### src/rtl/pipe_pkg.sv
// Shared constants for the pipeline-register slice: datapath width, reset PC,
// bubble instruction and register-index width.
// Optional feature macro used by the top: PIPE_PERF_CNT_EN (stall/flush counters).
package pipe_pkg;

  // Datapath width for PC, instructions and operands
  localparam int XLEN = 32;

  // Register-file index width (32 architectural registers)
  localparam int REGIDX_W = 5;

  // Default width of the opaque ID/EX control payload
  localparam int CTRL_W = 8;

  // Fetch address after reset
  localparam logic [XLEN-1:0] RESET_PC = 32'h0000_0000;

  // addi x0,x0,0 : architecturally inert filler for IF/ID on reset/squash
  localparam logic [XLEN-1:0] NOP_INSTR = 32'h0000_0013;

endpackage : pipe_pkg

### src/rtl/pipe_en_clr_reg.sv
// Purpose: generic pipeline register with sync reset, load enable and clear-to-bubble.
// Latency: 1 cycle from d to q when enabled.
// Backpressure: en=0 holds q (beats clr); clr loads CLR_VAL; reset beats everything.
module pipe_en_clr_reg #(
  parameter int           W       = 32,
  parameter logic [W-1:0] RST_VAL = '0,
  parameter logic [W-1:0] CLR_VAL = '0
) (
  input  logic         clk,
  input  logic         reset,
  input  logic         en,
  input  logic         clr,
  input  logic [W-1:0] d,
  output logic [W-1:0] q
);

  logic [W-1:0] r_q;

  // Register update: reset first, then hold when disabled, then clear, then load
  always_ff @(posedge clk) begin
    if (reset) begin
      r_q <= RST_VAL;
    end else if (en) begin
      if (clr) begin
        r_q <= CLR_VAL;
      end else begin
        r_q <= d;
      end
    end
  end

  assign q = r_q;

endmodule : pipe_en_clr_reg

### src/rtl/pipe_stage_ctrl.sv
// Purpose: PC, IF/ID and ID/EX registers with stall/flush/redirect; E fields feed hazard logic.
// Latency: instrF->instrD 1 cycle, D fields->E fields 1 cycle; all outputs registered.
// Backpressure: stallF holds PC, stallD holds IF/ID (even over pcsrcD), flushE bubbles ID/EX.
// Optional: define PIPE_PERF_CNT_EN to build the stall/flush performance counters.
module pipe_stage_ctrl #(
  parameter int                XLEN      = pipe_pkg::XLEN,
  parameter int                CTRL_W    = pipe_pkg::CTRL_W,
  parameter logic [XLEN-1:0]   RESET_PC  = pipe_pkg::RESET_PC,
  parameter logic [XLEN-1:0]   NOP_INSTR = pipe_pkg::NOP_INSTR
) (
  input  logic                          clk,
  input  logic                          reset,
  input  logic                          stallF,
  input  logic                          stallD,
  input  logic                          flushE,
  input  logic                          pcsrcD,
  input  logic [XLEN-1:0]               pcnextF,
  input  logic [XLEN-1:0]               instrF,
  output logic [XLEN-1:0]               pcF,
  output logic [XLEN-1:0]               instrD,
  output logic [XLEN-1:0]               pcplus4D,
  output logic                          validD,
  input  logic [XLEN-1:0]               rd1D,
  input  logic [XLEN-1:0]               rd2D,
  input  logic [XLEN-1:0]               immD,
  input  logic [pipe_pkg::REGIDX_W-1:0] rsD,
  input  logic [pipe_pkg::REGIDX_W-1:0] rtD,
  input  logic [pipe_pkg::REGIDX_W-1:0] writeregD,
  input  logic                          regwriteD,
  input  logic                          memtoregD,
  input  logic                          memwriteD,
  input  logic [CTRL_W-1:0]             ctrlD,
  output logic [XLEN-1:0]               rd1E,
  output logic [XLEN-1:0]               rd2E,
  output logic [XLEN-1:0]               immE,
  output logic [pipe_pkg::REGIDX_W-1:0] rsE,
  output logic [pipe_pkg::REGIDX_W-1:0] rtE,
  output logic [pipe_pkg::REGIDX_W-1:0] writeregE,
  output logic                          regwriteE,
  output logic                          memtoregE,
  output logic                          memwriteE,
  output logic [CTRL_W-1:0]             ctrlE,
  output logic                          validE,
  output logic [31:0]                   stall_cnt,
  output logic [31:0]                   flush_cnt
);

  localparam int RW = pipe_pkg::REGIDX_W;

  // ID/EX is one flat register: every field shares the same enable/clear,
  // and an all-zero bubble is exactly what hazard compares need to never match.
  localparam int IDEX_W = 3*XLEN + 3*RW + 3 + CTRL_W + 1;

  // ---------------------------------------------------------------- PC
  logic w_pc_en;
  assign w_pc_en = ~stallF;

  pipe_en_clr_reg #(
    .W       (XLEN),
    .RST_VAL (RESET_PC),
    .CLR_VAL (RESET_PC)
  ) u_pc_reg (
    .clk   (clk),
    .reset (reset),
    .en    (w_pc_en),
    .clr   (1'b0),
    .d     (pcnextF),
    .q     (pcF)
  );

  // ---------------------------------------------------------------- IF/ID
  // stallD disables the enable, so a redirect during a stall is ignored:
  // the branch in decode is not resolved while its operands are stalled.
  logic            w_ifid_en;
  logic [XLEN-1:0] w_pcplus4F;

  assign w_ifid_en  = ~stallD;
  assign w_pcplus4F = pcF + XLEN'(4);

  pipe_en_clr_reg #(
    .W       (XLEN),
    .RST_VAL (NOP_INSTR),
    .CLR_VAL (NOP_INSTR)
  ) u_ifid_instr (
    .clk   (clk),
    .reset (reset),
    .en    (w_ifid_en),
    .clr   (pcsrcD),
    .d     (instrF),
    .q     (instrD)
  );

  pipe_en_clr_reg #(
    .W       (XLEN),
    .RST_VAL ('0),
    .CLR_VAL ('0)
  ) u_ifid_pcplus4 (
    .clk   (clk),
    .reset (reset),
    .en    (w_ifid_en),
    .clr   (pcsrcD),
    .d     (w_pcplus4F),
    .q     (pcplus4D)
  );

  pipe_en_clr_reg #(
    .W       (1),
    .RST_VAL (1'b0),
    .CLR_VAL (1'b0)
  ) u_ifid_valid (
    .clk   (clk),
    .reset (reset),
    .en    (w_ifid_en),
    .clr   (pcsrcD),
    .d     (1'b1),
    .q     (validD)
  );

  // ---------------------------------------------------------------- ID/EX
  // Never stalled: hazards that need a hold stall D and bubble E instead.
  logic [IDEX_W-1:0] w_idex_d;
  logic [IDEX_W-1:0] w_idex_q;

  assign w_idex_d = {validD, ctrlD, memwriteD, memtoregD, regwriteD,
                     writeregD, rtD, rsD, immD, rd2D, rd1D};

  pipe_en_clr_reg #(
    .W       (IDEX_W),
    .RST_VAL ('0),
    .CLR_VAL ('0)
  ) u_idex_reg (
    .clk   (clk),
    .reset (reset),
    .en    (1'b1),
    .clr   (flushE),
    .d     (w_idex_d),
    .q     (w_idex_q)
  );

  assign {validE, ctrlE, memwriteE, memtoregE, regwriteE,
          writeregE, rtE, rsE, immE, rd2E, rd1E} = w_idex_q;

  // ---------------------------------------------------------------- counters
`ifdef PIPE_PERF_CNT_EN
  logic [31:0] r_stall_cnt;
  logic [31:0] r_flush_cnt;

  // Count decode stalls and squash/bubble cycles; both wrap naturally at 2^32
  always_ff @(posedge clk) begin
    if (reset) begin
      r_stall_cnt <= 32'h0;
      r_flush_cnt <= 32'h0;
    end else begin
      if (stallD) begin
        r_stall_cnt <= r_stall_cnt + 32'h1;
      end
      if (flushE || pcsrcD) begin
        r_flush_cnt <= r_flush_cnt + 32'h1;
      end
    end
  end

  assign stall_cnt = r_stall_cnt;
  assign flush_cnt = r_flush_cnt;
`else
  assign stall_cnt = 32'h0;
  assign flush_cnt = 32'h0;
`endif

endmodule : pipe_stage_ctrl

### config.mk
export PLATFORM = sky130hd
export DESIGN_NAME = pipe_stage_ctrl
export DESIGN_NICKNAME = d
export VERILOG_FILES = /design/src/rtl/pipe_pkg.sv /design/src/rtl/pipe_en_clr_reg.sv /design/src/rtl/pipe_stage_ctrl.sv
export SDC_FILE = /design/constraint.sdc
export NUM_CORES = 1
export LEC_CHECK = 0
export BUFFER_PORTS_ARGS = -buffer_cell sky130_fd_sc_hd__buf_4
export CORE_AREA = 2 2 184 186
export CTS_BUF_LIST = sky130_fd_sc_hd__clkbuf_4
export DETAILED_ROUTE_END_ITERATION = 6
export DIE_AREA = 0 0 186 188
export SYNTH_ARGS = -nofsm -noshare
export SYNTH_HDL_FRONTEND = slang
export SYNTH_SLANG_ARGS = --single-unit
### constraint.sdc
create_clock -name clk -period 3.2 [get_ports clk]
set_input_delay 0.16 -clock clk [delete_from_list [all_inputs] [get_ports clk]]
set_output_delay 0.16 -clock clk [all_outputs]
set_load 0.02 [all_outputs]
==> summary.md, run 1 <==
| Metric | Value |
|---|---|
| Routed Antenna Nets | `0` |
| Syn Inst Count | `approximately 760` |
| Main combinational cell family by area after synthesis | `simple AND/OR/NAND/NOR gates` |
| CTS max path bufs | `3` |
| Reg clk slew, reported paths | `around 70 ps` |
| Die area | `roughly 0.035 mm2` |
| Final WL | `around 30000 um` |
| DP Worst Slack | `slightly below 900 ps` |
| Row Count | `67` |
| Psw | `around 1.8 mW` |
| Element type at the critical path start | `input pin` |
| Pre-antenna DRT Iters | `4` |
| Clock skew | `21.4 ps` |
| Critical path class | `input pin to flip-flop` |
| Mapped cell area | `0.00766 mm2` |
| Post-synthesis sequential area ratio | `between 50% and 60%` |
| Tcrit/Tclk final | `approximately three quarters` |
| Reg2Reg Setup Slack | `about 850 ps` |
| Synth Area in XOR/XNOR | `between 1 and 1.5%` |
| Chip width | `186 um` |
| Nets | `between 1500 and 2000` |
| Fmax | `slightly above 400 MHz` |
| Outcome | `completed` |
| Slew margin rel. | `around 47%` |
| Syn. warnings | `0` |
| 1st-iter DRT viols | `288` |
| Overflow after GRT | `0` |
| Tightest Pin Transition | `just under 800 ps` |
| # Post-CTS Setup Buffers | `0` |
| Adder-Cell Fraction of Synth Area | `0.163%` |
| FF/Latch Area | `around 0.0044 mm2` |
| Peak supply drop | `a little over 0.3 mV` |
| # port buffers | `between 400 and 500` |
| Core area | `between 0.03 and 0.04 mm2` |
| Final Hold Fails | `0` |
| Max_cap viols | `0` |
| Crit-path max FO | `~50` |
| Clock power share | `38.2%` |
| Layout cell share with drive strength beyond 1 | `between 30% and 40%` |
| PwrDens | `roughly 440 mW/mm2` |
| # clock sinks | `220` |
| Top FF cell, synth | `dfxtp_1` |
| Total power | `around 6.6 mW` |
| Post-synth EDFFs | `0` |
| Multi-input logic area | `around 0.0028 mm2` |
| Ports | `between 400 and 500` |
| Hold wc startpoint | `ctrlD[1]` |
| Worst-skew pair later-pin latency | `between 700 and 800 ps` |
| Slew Viols, Final | `0` |
| Synth Register Bits | `220` |
| Leakage | `7.05 nW` |
| Worst min-delay path class | `input pin to flip-flop` |
| Critical Path AT | `3080 ps` |
| Wirelength per Cell | `approximately 15 um` |
| Complex-gate fraction of the synthesized area | `6.72%` |
| Largest net degree at the start of global routing | `between 100 and 150` |
| Area growth, synth to finish | `95.4%` |
| Internal Power | `between 4 and 5 mW` |
| Initial Util | `between 20% and 30%` |
| Total track usage | `between 10% and 20%` |
| Die Y-Extent | `roughly 190 um` |
| Vias in the first global route | `between 8000 and 9000` |
| DPL Wire Length | `approximately 19000 um` |
| DR DRC count | `0` |
| TritonCTS clock tree | `built` |
| Simple-gate share of the synthesized area | `between 20 and 25%` |
| RSZ-0062 raised after global routing | `false` |
| Worst EP required | `between 3000 and 4000 ps` |
| Flop pwr share | `between 40% and 50%` |
| H-tree depth | `2` |
| Endpoints failing setup | `0` |
| Root Driver | `clkbuf_4` |
| Hold EP | `u_idex_reg.q[115]` |
| Global-route wire length before repair | `~46000 um` |
| Gate power share | `17.1%` |
| R2r endpoint | `u_ifid_pcplus4.q[30]` |
| Avg Cell Area, Syn | `10.1 um2` |
| GPL Wtd Cong | `between 0.7 and 0.8` |
| Multiplexer share of the synthesized area | `under 10%` |
| Via density per instance | `4.05` |
| Ys async rst share | `0%` |
| Setup tns final | `0 ps` |
| Initial antenna violation count | `3` |
| Crit path time final | `~2400 ps` |
| FF-to-FF Start | `u_pc_reg.q[2]` |
| Worst Setup Slack, final | `~760 ps` |
| # fillers | `roughly 3000` |
| Worst Hold Path Cells | `3` |
| Net Sw Frac | `28.0%` |
| Via count | `just over 8000` |
| CP endpoint kind | `flip-flop` |
| Reg2reg path depth | `5` |
| TritonCTS Buffers | `slightly above 60` |
| Yosys cell types | `42` |
==> kinds of logic after synthesis <==
family | count (synthesis)
and+or+nand+nor | 309
DFF | 220
xor gates and xnor gates | 10
AOI/OAI and AO/OA | 73
muxes | 32
adders and majority gates | 1
other | 1
buffers and inverters | 113
==> worst max path at each step <==
stage	slack (ps)	from	endpoint	depth (start not counted)
after detailed placement	860	u_pc_reg.q[2]	u_ifid_pcplus4.q[30]	5
after global placement	910	u_pc_reg.q[2]	u_ifid_pcplus4.q[30]	5
after floorplan	970	u_pc_reg.q[2]	u_ifid_pcplus4.q[30]	6
final	760	stallD	u_ifid_instr.q[6]	8
after global routing	730	stallD	u_ifid_instr.q[6]	8
after CTS	870	u_pc_reg.q[2]	u_ifid_pcplus4.q[30]	5
==> timing repair <==
item / CTS / global route
endpoints found under the hold margin: 210 / 0
resized for setup: 0 / 0
hold buffers: 323 / 0
==> cells in the mapped netlist, types with 2 or more instances <==
cell type / instances / share of area, %
buf_1: 3 / 0.15
buf_2: 2 / 0.13
o22ai_1: 3 / 0.25
nor3_1: 10 / 0.65
a31o_2: 2 / 0.23
o21a_1: 3 / 0.29
xnor2_1: 8 / 0.92
nand4_1: 7 / 0.57
o21ai_1: 7 / 0.46
nor2_1: 84 / 4.1
a211o_1: 2 / 0.23
nand3_1: 23 / 1.5
or4_1: 5 / 0.49
a21oi_1: 9 / 0.59
or2_1: 2 / 0.16
dfxtp_1: 220 / 58
o311ai_1: 7 / 0.80
mux2i_1: 32 / 4.2
nand2b_1: 3 / 0.25
nor4_1: 4 / 0.33
nor3b_1: 3 / 0.29
o21ai_0: 3 / 0.20
or4b_1: 5 / 0.65
inv_1: 5 / 0.25
buf_4: 64 / 6.3
a22oi_1: 31 / 3.0
and2_1: 123 / 10
o211ai_1: 4 / 0.39
clkbuf_1: 39 / 1.9
nand2_1: 33 / 1.6
xor2_1: 2 / 0.23
==> final cells by class <==
class                           count  share of cell area, %
Clock buffer                       86                   4.31
Inverter                            5                  0.125
Clock inverter                     26                  0.719
Multi-Input combinational cell    489                   19.0
Antenna cell                        3                 0.0502
Tap cell                          448                   3.75
Timing Repair Buffer              741                   42.7
Sequential cell                   220                   29.4
==> flip-flops by register name (all words and copies together) (netlist names) <==
name	cells
u_idex_reg.q	123
u_ifid_instr.q	32
u_ifid_pcplus4.q	32
u_ifid_valid.q	1
u_pc_reg.q	32
==> through the flow <==
| step | hold slack, ps | instances | cell area [um2] | utilization, % |
|---|---|---|---|---|
| after CTS | 68.9 | 2015 | 15000 | 45.2 |
| after floorplan | 282 | 822 | 7890 | - |
| after global routing | 75.7 | 2018 | 15000 | 45.2 |
| after detailed placement | 365 | 1580 | 11000 | 33.1 |
| after global placement | 361 | 1580 | 11000 | 33.1 |
| final | 163 | 2018 | 15000 | 45.2 |
==> power groups by stage <==
| stage | Sequential [mW] | Clock (mW) | Combinational (mW) |
|---|---|---|---|
| 2_1_floorplan | 3.11 | 0 | 0.300 |
| 3_3_place_gp | 2.98 | 0 | 0.791 |
| 3_5_place_dp | 2.98 | 0 | 0.794 |
| 4_1_cts | 2.92 | 2.58 | 1.11 |
| 5_1_grt | 2.94 | 2.76 | 1.19 |
| 6_report | 2.93 | 2.50 | 1.12 |
==> per-layer routing <==
| layer | track usage (%) | wire (um) |
|---|---|---|
| met1 | 17.8 | 11300 |
| met2 | 30.9 | 15900 |
| met3 | 6.04 | 2500 |
| met4 | 5.94 | 716 |
| met5 | 0 | 0 |
==> cell usage in the layout, fill, tap and decap left out, drive strengths merged, types with 2 or more instances in the layout <==
master	count
buf	418
dlygate4sd3	323
dfxtp	220
and2	123
clkbuf	86
nor2	84
conb	64
nand2	33
mux2i	32
a22oi	31
nand3	24
clkinv	23
nor3	10
o21ai	10
a21oi	9
xnor2	8
nand4	8
o311ai	7
inv	7
or4	6
or4b	5
nor4	4
o211ai	4
diode	3
o22ai	3
nand2b	3
o21a	3
nor3b	3
or2	3
a31o	2
a211o	2
xor2	2
==> worst max-delay path, stage by stage <==
cell	delay (ps)
dlygate4sd3_1	530
buf_4	530
nor2_4	130
buf_4	280
a22oi_1	220
dlygate4sd3_1	590
nor2_1	40
dlygate4sd3_1	570
(Power assumes the default switching activity.)
==> run 2, diff against run 1 <==
Settings changed: CORE_AREA 2 2 184 186 to 2 2 186 188, DIE_AREA 0 0 186 188 to 0 0 188 190.
Clock period 3.2 ns to 2.55 ns, I/O delays scaled along.
==> run 2 against run 1 <==
The flow now stops in 4_1_cts; synthesized cell count did not move; synthesized area unchanged.
==> summary.md, run 2 <==
| Metric | Value |
|---|---|
| Outcome | `aborted with a tool error` |
| Failed at | `4_1_cts` |
| Log Error | `[ERROR RSZ-0060] Max buffer count reached.` |
| H-tree depth | `3` |
| # clock sinks | `220` |
| GPL Wtd Cong | `0.776` |
| Yosys cell types | `42` |
| Most area-hungry cell type in the Yosys netlist | `dfxtp_1` |
| Most frequent cell after synthesis | `dfxtp_1` |
| Post-synthesis sequential area ratio | `between 50% and 60%` |
| Post-synth top area share | `roughly 58%` |
| Mapped cell area | `roughly 0.0077 mm2` |
| Die Y-Extent | `~190 um` |
| TritonCTS Buffers | `66` |
| Root Driver | `clkbuf_4` |
| Ports | `around 480` |
| Chip width | `approximately 190 um` |
| Syn Inst Count | `approximately 760` |
| # port buffers | `roughly 410` |
| Avg Cell Area, Syn | `about 10 um2` |
| Largest cells by area after synthesis | `dfxtp_1, and2_1, buf_4` |
| Row Count | `slightly below 70` |
| Top FF cell, synth | `dfxtp_1` |
| Placed cell areas | `around 0.011 mm2` |
| Ys async rst share | `0%` |
| Syn. warnings | `0` |
| CTS max path bufs | `3` |
| Hold-fix buffers at CTS | `around 340` |
| Post-synth EDFFs | `0` |
| Initial Util | `22.6%` |
| Placed insts | `1591` |
| DPL Wire Length | `18000 um` |
| Post-CTS resize count | `0` |
| # Post-CTS Setup Buffers | `0` |
| Commonest cells post-synth | `dfxtp_1, and2_1, nor2_1` |
| Synth Register Bits | `between 200 and 250` |
[run 2: cell counts after synthesis]
No cell type changed its count.
[run 2: per-stage QoR]
stage	setup slack, ps	util, %
global placement	376	32.4
floorplan	316	-
detailed placement	321	32.4
[run 2: cell families after synthesis]
logic type               Yosys count  share of synthesized area (%)
adder cells (fa/ha/maj)            1                          0.163
XOR/XNOR                          10                           1.14
AND/OR/NAND/NOR                  309                           21.5
AO/OA/AOI/OAI                     73                           6.72
flip-flops                       220                           57.5
other                              1                         0.0490
multiplexers                      32                           4.18
buffers and inverters            113                           8.71
==> run 3, diff against run 2 <==
Settings changed: CORE_AREA 2 2 186 188 to 2 2 184 186, CTS_BUF_LIST sky130_fd_sc_hd__clkbuf_4 to not set, DIE_AREA 0 0 188 190 to 0 0 186 188, PLACE_DENSITY_LB_ADDON set to 0.15.
==> run 3 against run 2 <==
The run now ends clean.
==> summary.md, run 3 (same netlist as run 1, synthesis figures left out) <==
| Metric | Value |
|---|---|
| Slew margin rel. | `~33%` |
| Total track usage | `15.3%` |
| DR DRC count | `0` |
| Ports | `between 400 and 500` |
| Root Driver | `clkbuf_16` |
| Die area | `0.0350 mm2` |
| Max FFs per register | `between 100 and 150` |
| Area growth, synth to finish | `80.6%` |
| DP Worst Slack | `approximately 320 ps` |
| Chip width | `about 190 um` |
| CP endpoint kind | `flip-flop` |
| Tcrit/Tclk final | `a little under 90%` |
| Global-route wire length before repair | `around 42000 um` |
| TritonCTS clock tree | `built` |
| Reg clk slew, reported paths | `about 60 ps` |
| Worst-skew pair later-pin latency | `540 ps` |
| Crit-path max FO | `9` |
| # Post-CTS Setup Buffers | `0` |
| Via count | `between 7000 and 8000` |
| Max_cap viols | `0` |
| Worst path cell trace | `ha_1 -> nand3_2 -> or4_1 -> or4b_1 -> nand3_1` |
| Largest net degree at the start of global routing | `between 60 and 70` |
| Post-CTS resize count | `0` |
| Row Count | `between 60 and 70` |
| Initial Util | `between 20% and 30%` |
| Hold-fix buffers at CTS | `195` |
| CTS max path bufs | `3` |
| H-tree depth | `1` |
| TritonCTS Buffers | `27` |
| Critical path class | `flip-flop to flip-flop` |
| Overflow after GRT | `0` |
| Initial antenna violation count | `1` |
| Wirelength per Cell | `around 15 um` |
| Fmax | `about 450 MHz` |
| Layout cell share with drive strength beyond 1 | `34.4%` |
| Nets | `approximately 1600` |
| # clock sinks | `220` |
| Via density per instance | `about 4` |
| Pre-antenna DRT Iters | `4` |
| Worst EP required | `3030 ps` |
| PwrDens | `between 600 and 700 mW/mm2` |
| Peak supply drop | `about 0.4 mV` |
| DPL Wire Length | `just under 20000 um` |
| Commonest non-fill, non-tap cell in the layout | `buf_4` |
| Critical Path AT | `between 2000 and 3000 ps` |
| Final WL | `about 28000 um` |
| 1st-iter DRT viols | `approximately 290` |
| Routed Antenna Nets | `0` |
| GPL Wtd Cong | `0.765` |
| Max incr delay on CP | `720 ps` |
| Tightest Pin Transition | `around 1000 ps` |
| Setup tns final | `0 ps` |
| Element type at the critical path start | `flip-flop` |
| Leakage | `6.42 nW` |
| Crit path time final | `about 2200 ps` |
| Outcome | `completed` |
| Worst path slowest cell | `or4_1` |
| # port buffers | `about 400` |
| Endpoints failing setup | `0` |
| Leading cell types in the layout, fill and taps excluded | `buf_4, dfxtp_1, dlygate4sd3_1` |
| Worst Setup Slack, final | `just over 300 ps` |
| Vias in the first global route | `approximately 7500` |
| Die Y-Extent | `approximately 190 um` |
| RSZ-0062 raised after global routing | `false` |
| Core area | `between 0.03 and 0.04 mm2` |
| Clock skew | `around 16 ps` |
| Slew Viols, Final | `0` |
| Worst min-delay path class | `input pin to flip-flop` |
| Final Hold Fails | `0` |
## run 3: through the flow
| step | util [%] | hold WS [ps] | cell area, um2 | total power, mW | instances |
|---|---|---|---|---|---|
| 6_report | 41.8 | 58.1 | 13800 | 8.70 | 1830 |
| 3_3_place_gp | 33.2 | 328 | 11000 | 4.74 | 1585 |
| 2_1_floorplan | - | 249 | 7890 | 4.27 | 822 |
| 3_5_place_dp | 33.2 | 331 | 11000 | 4.74 | 1585 |
| 4_1_cts | 41.7 | 23.6 | 13800 | 8.88 | 1829 |
| 5_1_grt | 41.8 | 55.6 | 13800 | 9.12 | 1830 |
## run 3: power breakdown
group | total (mW) | leakage (nW) | switching [mW] | internal (mW)
Combinational | 1.24 | 4.18 | 0.586 | 0.652
Sequential | 3.67 | 1.80 | 0.0923 | 3.58
Clock | 3.79 | 0.437 | 1.52 | 2.26
## run 3: cell type report
class | count | area [um2]
fillers | 3295 | 19300
repair buffers | 618 | 5130
flip-flops and latches | 220 | 4400
multi-input cells | 489 | 2840
clock buffers | 37 | 753
well taps | 448 | 561
clock inverters | 12 | 121
inverters | 5 | 18.8
diodes | 1 | 2.50
## run 3: per-layer routing
metal | vias to the layer above | GRT usage (%) | wire [um] | share of wire [%]
met5 | - | 0 | 0 | 0
met2 | 271 | 26.9 | 14100 | 50
li1 | 3603 | - | - | -
met1 | 3331 | 17.8 | 11200 | 40
met4 | 0 | 4.33 | 616 | 2.2
met3 | 47 | 4.64 | 2180 | 7.7
## run 3: worst max-delay path: cells and delay by family (launching register included)
kind,cells,cell delay [ps]
fa+ha+maj,1,240
flops,1,430
simple gates,4,1510
## run 3: final timing paths
path / end / slack [ps] / depth (start not counted) / from
max: u_ifid_pcplus4.q[30] / 310 / 5 / u_pc_reg.q[2]
min: u_ifid_pcplus4.q[27] / 60 / 4 / stallD
max reg2reg: u_ifid_pcplus4.q[30] / 310 / 5 / u_pc_reg.q[2]
min reg2reg: u_ifid_pcplus4.q[15] / 450 / 2 / u_ifid_pcplus4.q[15]
==> run 4, diff against run 3 <==
Settings changed: SETUP_SLACK_MARGIN set to 0.5.
Clock period 2.55 ns to 2.76 ns, I/O delays scaled along.
==> run 4 against run 3 <==
Clock skew up 0.82 ps; register-to-register slack better by 290 ps; sequential share of layout area down 0.072 points; largest cell class unchanged; non-clock buffer count unchanged; clock power down 7.4%; utilization up 0.094 points; combinational power down 7%; first-iteration DRC count down 12%; critical endpoint is now u_ifid_pcplus4.q[27]; worst setup slack better by 290 ps; count of clock-buffer cells in the layout up 2.
==> summary.md, run 4 (same netlist as run 1, synthesis figures left out) <==
| Metric | Value |
|---|---|
| Crit-path max FO | `15` |
| Max_cap viols | `0` |
| Final WL | `about 28000 um` |
| Slew Viols, Final | `0` |
| DPL Wire Length | `between 15000 and 20000 um` |
| Area growth, synth to finish | `81.0%` |
| Die Y-Extent | `about 190 um` |
| # fillers | `approximately 3300` |
| Multi-input logic area | `around 0.0029 mm2` |
| Element type at the critical path start | `flip-flop` |
| Leading cell types in the layout, fill and taps excluded | `buf_4, dfxtp_1, dlygate4sd3_1` |
| Routed Antenna Nets | `0` |
| Layout cell share with drive strength beyond 1 | `34.1%` |
| Critical path class | `flip-flop to flip-flop` |
| Tightest Pin Transition | `between 1000 and 1500 ps` |
| Antenna cells | `0` |
| Nets | `about 1600` |
| Initial antenna violation count | `1` |
| Row Count | `67` |
| Global-route wire length before repair | `roughly 42000 um` |
| Via count | `7275` |
| PwrDens | `581 mW/mm2` |
| Largest net degree at the start of global routing | `50` |
| Vias in the first global route | `7527` |
| Root Driver | `clkbuf_16` |
| # clock sinks | `220` |
| Total track usage | `15.2%` |
| CTS max path bufs | `3` |
| Worst-skew pair later-pin latency | `540 ps` |
| H-tree depth | `1` |
| Endpoints failing setup | `0` |
| # port buffers | `slightly above 400` |
| Placed insts | `about 1600` |
| Tcrit/Tclk final | `between 70 and 80%` |
| 1st-iter DRT viols | `254` |
| Overflow after GRT | `0` |
| Wirelength per Cell | `15.3 um` |
| Commonest non-fill, non-tap cell in the layout | `buf_4` |
| Leakage | `between 6 and 7 nW` |
| Peak supply drop | `between 0.3 and 0.4 mV` |
| # Post-CTS Setup Buffers | `0` |
| Slew margin rel. | `28.9%` |
| Crit path time final | `approximately 2200 ps` |
| Ports | `between 400 and 500` |
| Core area | `~0.033 mm2` |
| Fmax | `approximately 460 MHz` |
| Outcome | `completed` |
| Pre-antenna DRT Iters | `4` |
| Via density per instance | `approximately 4.0` |
| Chip width | `~190 um` |
| DP Worst Slack | `398 ps` |
| CP endpoint kind | `flip-flop` |
| RSZ-0062 raised after global routing | `true` |
| FF/Latch Area | `about 0.0044 mm2` |
| Clock skew | `roughly 16 ps` |
| Critical Path AT | `about 2600 ps` |
| Worst Setup Slack, final | `between 600 and 700 ps` |
| Worst min-delay path class | `input pin to flip-flop` |
| Final Hold Fails | `0` |
| Number of non-filler instances in the completed layout | `~1800` |
| GPL Wtd Cong | `0.763` |
| TritonCTS Buffers | `27` |
| DR DRC count | `0` |
| Worst EP required | `around 3200 ps` |
| Initial Util | `23.1%` |
| Reg clk slew, reported paths | `roughly 60 ps` |
| TritonCTS clock tree | `built` |
| Setup tns final | `0 ps` |
| Max FFs per register | `123` |
| Die area | `between 0.03 and 0.04 mm2` |
-- run 4: cell count changes in the layout (fill, tap and decap cells not counted), sizes merged --
cell,change
buf,-4
clkinv,-4
dlygate4sd3,+4
clkbuf,+2
diode,-1
or4,+1
-- run 4: cell type report --
| type | count | share of cell area (%) |
|---|---|---|
| Clock buffer | 39 | 5.63 |
| Clock inverter | 8 | 0.704 |
| Timing Repair Buffer | 618 | 37.1 |
| Inverter | 5 | 0.135 |
| Multi-Input combinational cell | 490 | 20.6 |
| Tap cell | 448 | 4.05 |
| Sequential cell | 220 | 31.8 |
-- run 4: worst max-delay path: stages (launching register included) --
cell	delay, ps
dfxtp_1	460
nand4_1	370
or4_4	640
or4b_1	530
nand3_1	100
-- run 4: routing by layer --
metal	track usage, %	part of all wire [%]	up-vias
met5	0	0.047	-
met4	4.30	2.3	2
met3	4.62	7.9	40
met2	26.8	50	261
met1	17.7	39	3371
li1	-	-	3601
-- run 4: power breakdown --
| part | leakage, nW | switching [mW] | internal (mW) |
|---|---|---|---|
| clock | 0.436 | 1.38 | 2.13 |
| combinational | 4.19 | 0.540 | 0.607 |
| sequential | 1.80 | 0.0867 | 3.31 |
| total | 6.43 | 2.00 | 6.05 |
-- run 4: through the flow --
stage | utilization, % | hold WS, ps | cell area [um2] | power [mW]
finish | 41.8 | 86.3 | 13900 | 8.05
global route | 41.8 | 87.5 | 13900 | 8.43
CTS | 41.8 | 52.9 | 13800 | 8.21
detailed placement | 33.1 | 342 | 11000 | 4.38
global placement | 33.1 | 339 | 11000 | 4.38
floorplan | - | 260 | 7890 | 3.95
-- run 4: path summary, 6_finish.rpt --
check,start,depth (start not counted),to,slack (ps)
max,u_pc_reg.q[4],4,u_ifid_pcplus4.q[27],600
min,flushE,3,u_idex_reg.q[49],90
max reg2reg,u_pc_reg.q[4],4,u_ifid_pcplus4.q[27],600
min reg2reg,u_ifid_pcplus4.q[13],2,u_ifid_pcplus4.q[13],450
-- run 4: timing repair --
item / in CTS / in global routing
hold buffers: 199 / 0
setup endpoints to repair: 3 / 2
gates resized for setup: 1 / 1
endpoints found under the hold margin: 190 / 0
cloned: 0 / 1
pin swaps: 0 / 1
